<file path="src/rtl/sbus_sram_responder.sv">
// Strobe/ready bus responder driving a 32-bit asynchronous SRAM with programmable wait states.
// Optional misalignment rejection is compiled in with `define SBUS_SRAM_ALIGN_CHECK_EN.
module sbus_sram_responder #(
    parameter int A_WIDTH = 32,
    parameter int SRAM_AW = 20,
    parameter int RD_WAIT = 2,
    parameter int WR_WAIT = 2
) (
    input  logic               clk,
    input  logic               rst,
    input  logic [A_WIDTH-1:0] s_a,
    input  logic [31:0]        s_din,
    output logic [31:0]        s_dout,
    input  logic               s_strobe,
    input  logic [3:0]         s_wen,
    input  logic [1:0]         s_size,
    input  logic               s_rw,
    output logic               s_ready,
    output logic               s_err,
    output logic [SRAM_AW-1:0] sram_addr,
    output logic [3:0]         sram_be_n,
    output logic               sram_ce_n,
    output logic               sram_oe_n,
    output logic               sram_we_n,
    output logic [31:0]        sram_dq_o,
    output logic               sram_dq_oe,
    input  logic [31:0]        sram_dq_i
);

    localparam logic [2:0] S_IDLE    = 3'd0;
    localparam logic [2:0] S_RD      = 3'd1;
    localparam logic [2:0] S_WR      = 3'd2;
    localparam logic [2:0] S_WR_HOLD = 3'd3;
    localparam logic [2:0] S_DONE    = 3'd4;

    localparam int MAX_WAIT = (RD_WAIT > WR_WAIT) ? RD_WAIT : WR_WAIT;
    localparam int CW       = $clog2(MAX_WAIT + 1);

    logic [2:0]    state;
    logic [CW-1:0] wait_cnt;
    logic          misaligned;
    logic          err_q;

`ifdef SBUS_SRAM_ALIGN_CHECK_EN
    always_comb begin
        misaligned = 1'b0;
        if (s_size == 2'd2 && s_a[1:0] != 2'b00)
            misaligned = 1'b1;
        else if (s_size == 2'd1 && s_a[0])
            misaligned = 1'b1;
    end
    assign s_err = err_q;
`else
    assign misaligned = 1'b0;
    assign s_err      = 1'b0;
`endif

    // Byte-offset bits, upper aliasing bits and size only matter to the optional check.
    logic unused_ok;
    assign unused_ok = ^{s_a[A_WIDTH-1:SRAM_AW+2], s_a[1:0], s_size, err_q};

    always_ff @(posedge clk) begin
        if (rst) begin
            state      <= S_IDLE;
            wait_cnt   <= '0;
            err_q      <= 1'b0;
            s_ready    <= 1'b0;
            s_dout     <= '0;
            sram_addr  <= '0;
            sram_be_n  <= '1;
            sram_ce_n  <= 1'b1;
            sram_oe_n  <= 1'b1;
            sram_we_n  <= 1'b1;
            sram_dq_o  <= '0;
            sram_dq_oe <= 1'b0;
        end else begin
            case (state)
                S_IDLE: begin
                    if (s_strobe) begin
                        if (misaligned) begin
                            state   <= S_DONE;
                            s_ready <= 1'b1;
                            err_q   <= 1'b1;
                        end else if (!s_rw) begin
                            state     <= S_RD;
                            wait_cnt  <= CW'(RD_WAIT - 1);
                            sram_addr <= s_a[SRAM_AW+1:2];
                            sram_be_n <= '0;
                            sram_ce_n <= 1'b0;
                            sram_oe_n <= 1'b0;
                        end else if (s_wen != 4'b0000) begin
                            state      <= S_WR;
                            wait_cnt   <= CW'(WR_WAIT - 1);
                            sram_addr  <= s_a[SRAM_AW+1:2];
                            sram_be_n  <= ~s_wen;
                            sram_dq_o  <= s_din;
                            sram_ce_n  <= 1'b0;
                            sram_we_n  <= 1'b0;
                            sram_dq_oe <= 1'b1;
                        end else begin
                            // Empty byte mask: acknowledge without touching the SRAM pins.
                            state   <= S_DONE;
                            s_ready <= 1'b1;
                        end
                    end
                end
                S_RD: begin
                    if (wait_cnt == '0) begin
                        state     <= S_DONE;
                        s_ready   <= 1'b1;
                        s_dout    <= sram_dq_i;
                        sram_be_n <= '1;
                        sram_ce_n <= 1'b1;
                        sram_oe_n <= 1'b1;
                    end else begin
                        wait_cnt <= wait_cnt - CW'(1);
                    end
                end
                S_WR: begin
                    if (wait_cnt == '0) begin
                        state     <= S_WR_HOLD;
                        sram_we_n <= 1'b1;
                    end else begin
                        wait_cnt <= wait_cnt - CW'(1);
                    end
                end
                S_WR_HOLD: begin
                    // Data and chip enable held one cycle past we_n rising.
                    state      <= S_DONE;
                    s_ready    <= 1'b1;
                    sram_be_n  <= '1;
                    sram_ce_n  <= 1'b1;
                    sram_dq_oe <= 1'b0;
                end
                S_DONE: begin
                    state   <= S_IDLE;
                    s_ready <= 1'b0;
                    err_q   <= 1'b0;
                end
                default: begin
                    state <= S_IDLE;
                end
            endcase
        end
    end

endmodule

</file>
<file path="config.mk">
export PLATFORM = sky130hd
export DESIGN_NAME = sbus_sram_responder
export DESIGN_NICKNAME = d
export VERILOG_FILES = /design/src/rtl/sbus_sram_responder.sv
export SDC_FILE = /design/constraint.sdc
export NUM_CORES = 1
export LEC_CHECK = 0
export ABC_AREA = 1
export CORE_ASPECT_RATIO = 2
export CORE_MARGIN = 1.5
export CORE_UTILIZATION = 30
export CTS_BUF_LIST = sky130_fd_sc_hd__clkbuf_8
export DETAILED_ROUTE_END_ITERATION = 12
export PLACE_DENSITY = 0.74
export SKIP_LAST_GASP = 1
export SYNTH_ARGS = -nofsm -noshare
export SYNTH_HDL_FRONTEND = slang
export SYNTH_SLANG_ARGS = --single-unit
</file>
<file path="constraint.sdc">
create_clock -name clk -period 3.8 [get_ports clk]
set_input_delay 0.95 -clock clk [delete_from_list [all_inputs] [get_ports clk]]
set_output_delay 0.95 -clock clk [all_outputs]
set_load 0.02 [all_outputs]
</file>
==> summary.md <==
| Metric | Value |
|---|---|
| Vias/cell | 4.69 |
| Antenna viol nets, final | 0 |
| Max clock buf depth | 2 |
| DR DRC count | 0 |
| Number of nets in the layout | 754 |
| Setup_tns | 0 ps |
| Post-synth ARST share | 0% |
| Area Overhead vs Synth | 58.1% |
| Total core area | about 0.012 sq mm |
| Die X | slightly above 80 um |
| Pwr per Cell Area | roughly 700 mW/mm^2 |
| CTS tree | yes |
| Synth warn | 0 |
| Share of layout cells above drive strength 1 | around 6.6% |
| Die Height | approximately 160 um |
| Post-cts resize count | 0 |
| Element type at the critical path end | output pin |
| Number of global-route vias before repair | 3685 |
| R2r setup slk | slightly above 2000 ps |
| Simple-Gate Fraction of Synth Area | between 20% and 30% |
| Post-route cell area | 0.00581 sq mm |
| Initial core utilization | 30.5% |
| Initial antenna violation count | 0 |
| Inserted Diodes | 0 |
| Pins over their slew limit | 0 |
| Post-route minimum period | approximately 2300 ps |
| Post-synthesis compound-gate area fraction | 13.2% |
| RSZ-0062 raised after global routing | no |
| Critical path class | flip-flop to output pin |
| Postcts setup bufs | 0 |
| CTS root buf | clkbuf_8 |
| Slowest cell on crit path | clkdlybuf4s50_1 |
| Netlist cell types | 20 |
| Actual slew at the worst max-slew pin | about 600 ps |
| Crit-path max cell delay | between 600 and 700 ps |
| Setup ws final | roughly 1500 ps |
| Clk_skew | 11.4 ps |
| Critical path buffers and inverters | 1 |
| Crit path required time | roughly 2900 ps |
| Yosys reg bits | ~100 |
| First-pass GRT wire length | 17900 um |
| CP arrival | 1350 ps |
| Clock Latency Late Sink | 360 ps |
| Pre-CTS WS | 1150 ps |
| I/O pin cnt | 200 |
| Static Leak | around 0.0024 uW |
| GP Congestion | slightly above 0.8 |
| Top-count cell post-synth | nor2_1 |
| Rel. slew slack | approximately three fifths |
| Worst setup SP type | flip-flop |
| Syn nets | between 500 and 600 |
| Post-synth top area cell | dfxtp_1 |
| Adder-Cell Fraction of Synth Area | less than 1% |
| Cell family with most CP delay | buffers and inverters |
| Main combinational cell family by area after synthesis | simple AND/OR/NAND/NOR gates |
| # fillers | 1157 |
| Reg clk slew, reported paths | 100 ps |
| Final WL | ~11000 um |
| Xor/xnor share of the synthesized area | 0% |
| Fin util | 48.2% |
| Placed Area | roughly 0.0056 sq mm |
| Status | complete, no violations |
| Crit share post-route | approximately three fifths |
| Max-Cap Viols | 0 |
| Die area | 0.0130 sq mm |
| Mapped Cells | around 480 |
| Synth top area cells | dfxtp_1 53%, nor2_1 14%, o21ai_0 8.3% |
| Drt initial violations | between 150 and 200 |
| Synth top area share | between 50 and 60% |
| Router iterations before antenna repair | 6 |
| Total GRT Usage | between 10% and 20% |
| Sequential area share after synthesis | 53.4% |
| Mux contribution to synthesized area | 0% |
| Cell Rows | 57 |
| Hold crit path type | flip-flop to flip-flop |
| Max FO, Critical Path | 2 |
| Largest net degree at the start of global routing | 48 |
| GR Overflow Total | 0 |
| Final setup violation count | 0 |
| Via count | ~3700 |
| Hpwl dp | between 8000 and 9000 um |
| Number of enable flip-flop cells after synthesis | 0 |
| CTS H-tree depth | 3 |
| Top FF cell, synth | dfxtp_1 |
| FMAX | between 0.4 and 0.5 GHz |
| Commonest cells in the synthesized netlist | 138 x nor2_1, 98 x dfxtp_1, 61 x o21ai_0, 47 x nand2_1, 35 x nand3_1 |
| Post-CTS Hold Buffers | 0 |
| Syn avg cell area | ~7.7 sq um |
| Synth Cell Area | 0.00367 sq mm |
| Endpoints failing hold | 0 |
| IO Port Bufs | roughly 180 |
| Avg WL per Cell | between 10 and 15 um |
| Clock Sinks | 98 |
| Worst-path cell chain | clkdlybuf4s50_1 |
| Max VDD drop | ~0.4 mV |
| Num CTS Buffers | 9 |
| Hold_ws | around 460 ps |
power breakdown:
| part | switching [uW] | internal, uW |
|---|---|---|
| Combinational | 1010 | 765 |
| Clock | 354 | 451 |
| Sequential | 152 | 1330 |
cells by family (layout without fill, tap and decap cells):
family,count (synthesis),count (layout)
AND/OR/NAND/NOR,234,234
flip-flops,98,98
other,1,1
adder cells (fa/ha/maj),1,1
AO/OA/AOI/OAI,97,97
buffers and inverters,45,220
placed cells by master, fill, tap and decap left out, drive strengths merged:
cell and n:
clkdlybuf4s50 184, nor2 145, dfxtp 98, o21ai 70, nand2 53, nand3 36
a21oi 27, inv 14, clkbuf 10, buf 6, bufinv 3, clkinv 2
ha 1, conb 1, clkinvlp 1
area by class of cell:
type                            instances  area (sq um)  area share (%)
Tap cell                              147           184            3.17
Sequential cell                        98          1960            33.8
Inverter                               15          56.3           0.970
Multi-Input combinational cell        333          1480            25.4
Clock buffer                           10           138            2.37
Timing Repair Buffer                  190          1890            32.5
Clock inverter                          5           103            1.77
per-stage QoR:
step                power [uW]  cells
finish                    4060    798
global route              4320    798
CTS                       4100    798
detailed placement        3280    783
global placement          3230    783
floorplan                 2500    476
per-layer routing:
metal / track usage (%) / wire length (um)
met5: 0 / 0
met4: 9.25 / 440
met3: 3.32 / 508
met2: 32.2 / 6210
met1: 18.7 / 4210
registers in the layout (all words and copies together) (netlist names):
name	flops
sram_dq_o	32
sram_oe_n	1
state	3
sram_be_n	4
s_dout	32
s_ready	1
wait_cnt	2
sram_we_n	1
sram_dq_oe	1
sram_addr	20
sram_ce_n	1
worst paths after layout:
check	startpoint	endpoint	cells past startpoint
worst min-delay path	sram_addr[15]	sram_addr[15]	2
worst max-delay path	sram_addr[0]	sram_addr[0]	1
worst min register to register	sram_addr[15]	sram_addr[15]	2
worst max register to register	wait_cnt[0]	s_dout[3]	8
No activity file was read; power rests on OpenSTA's default activity.
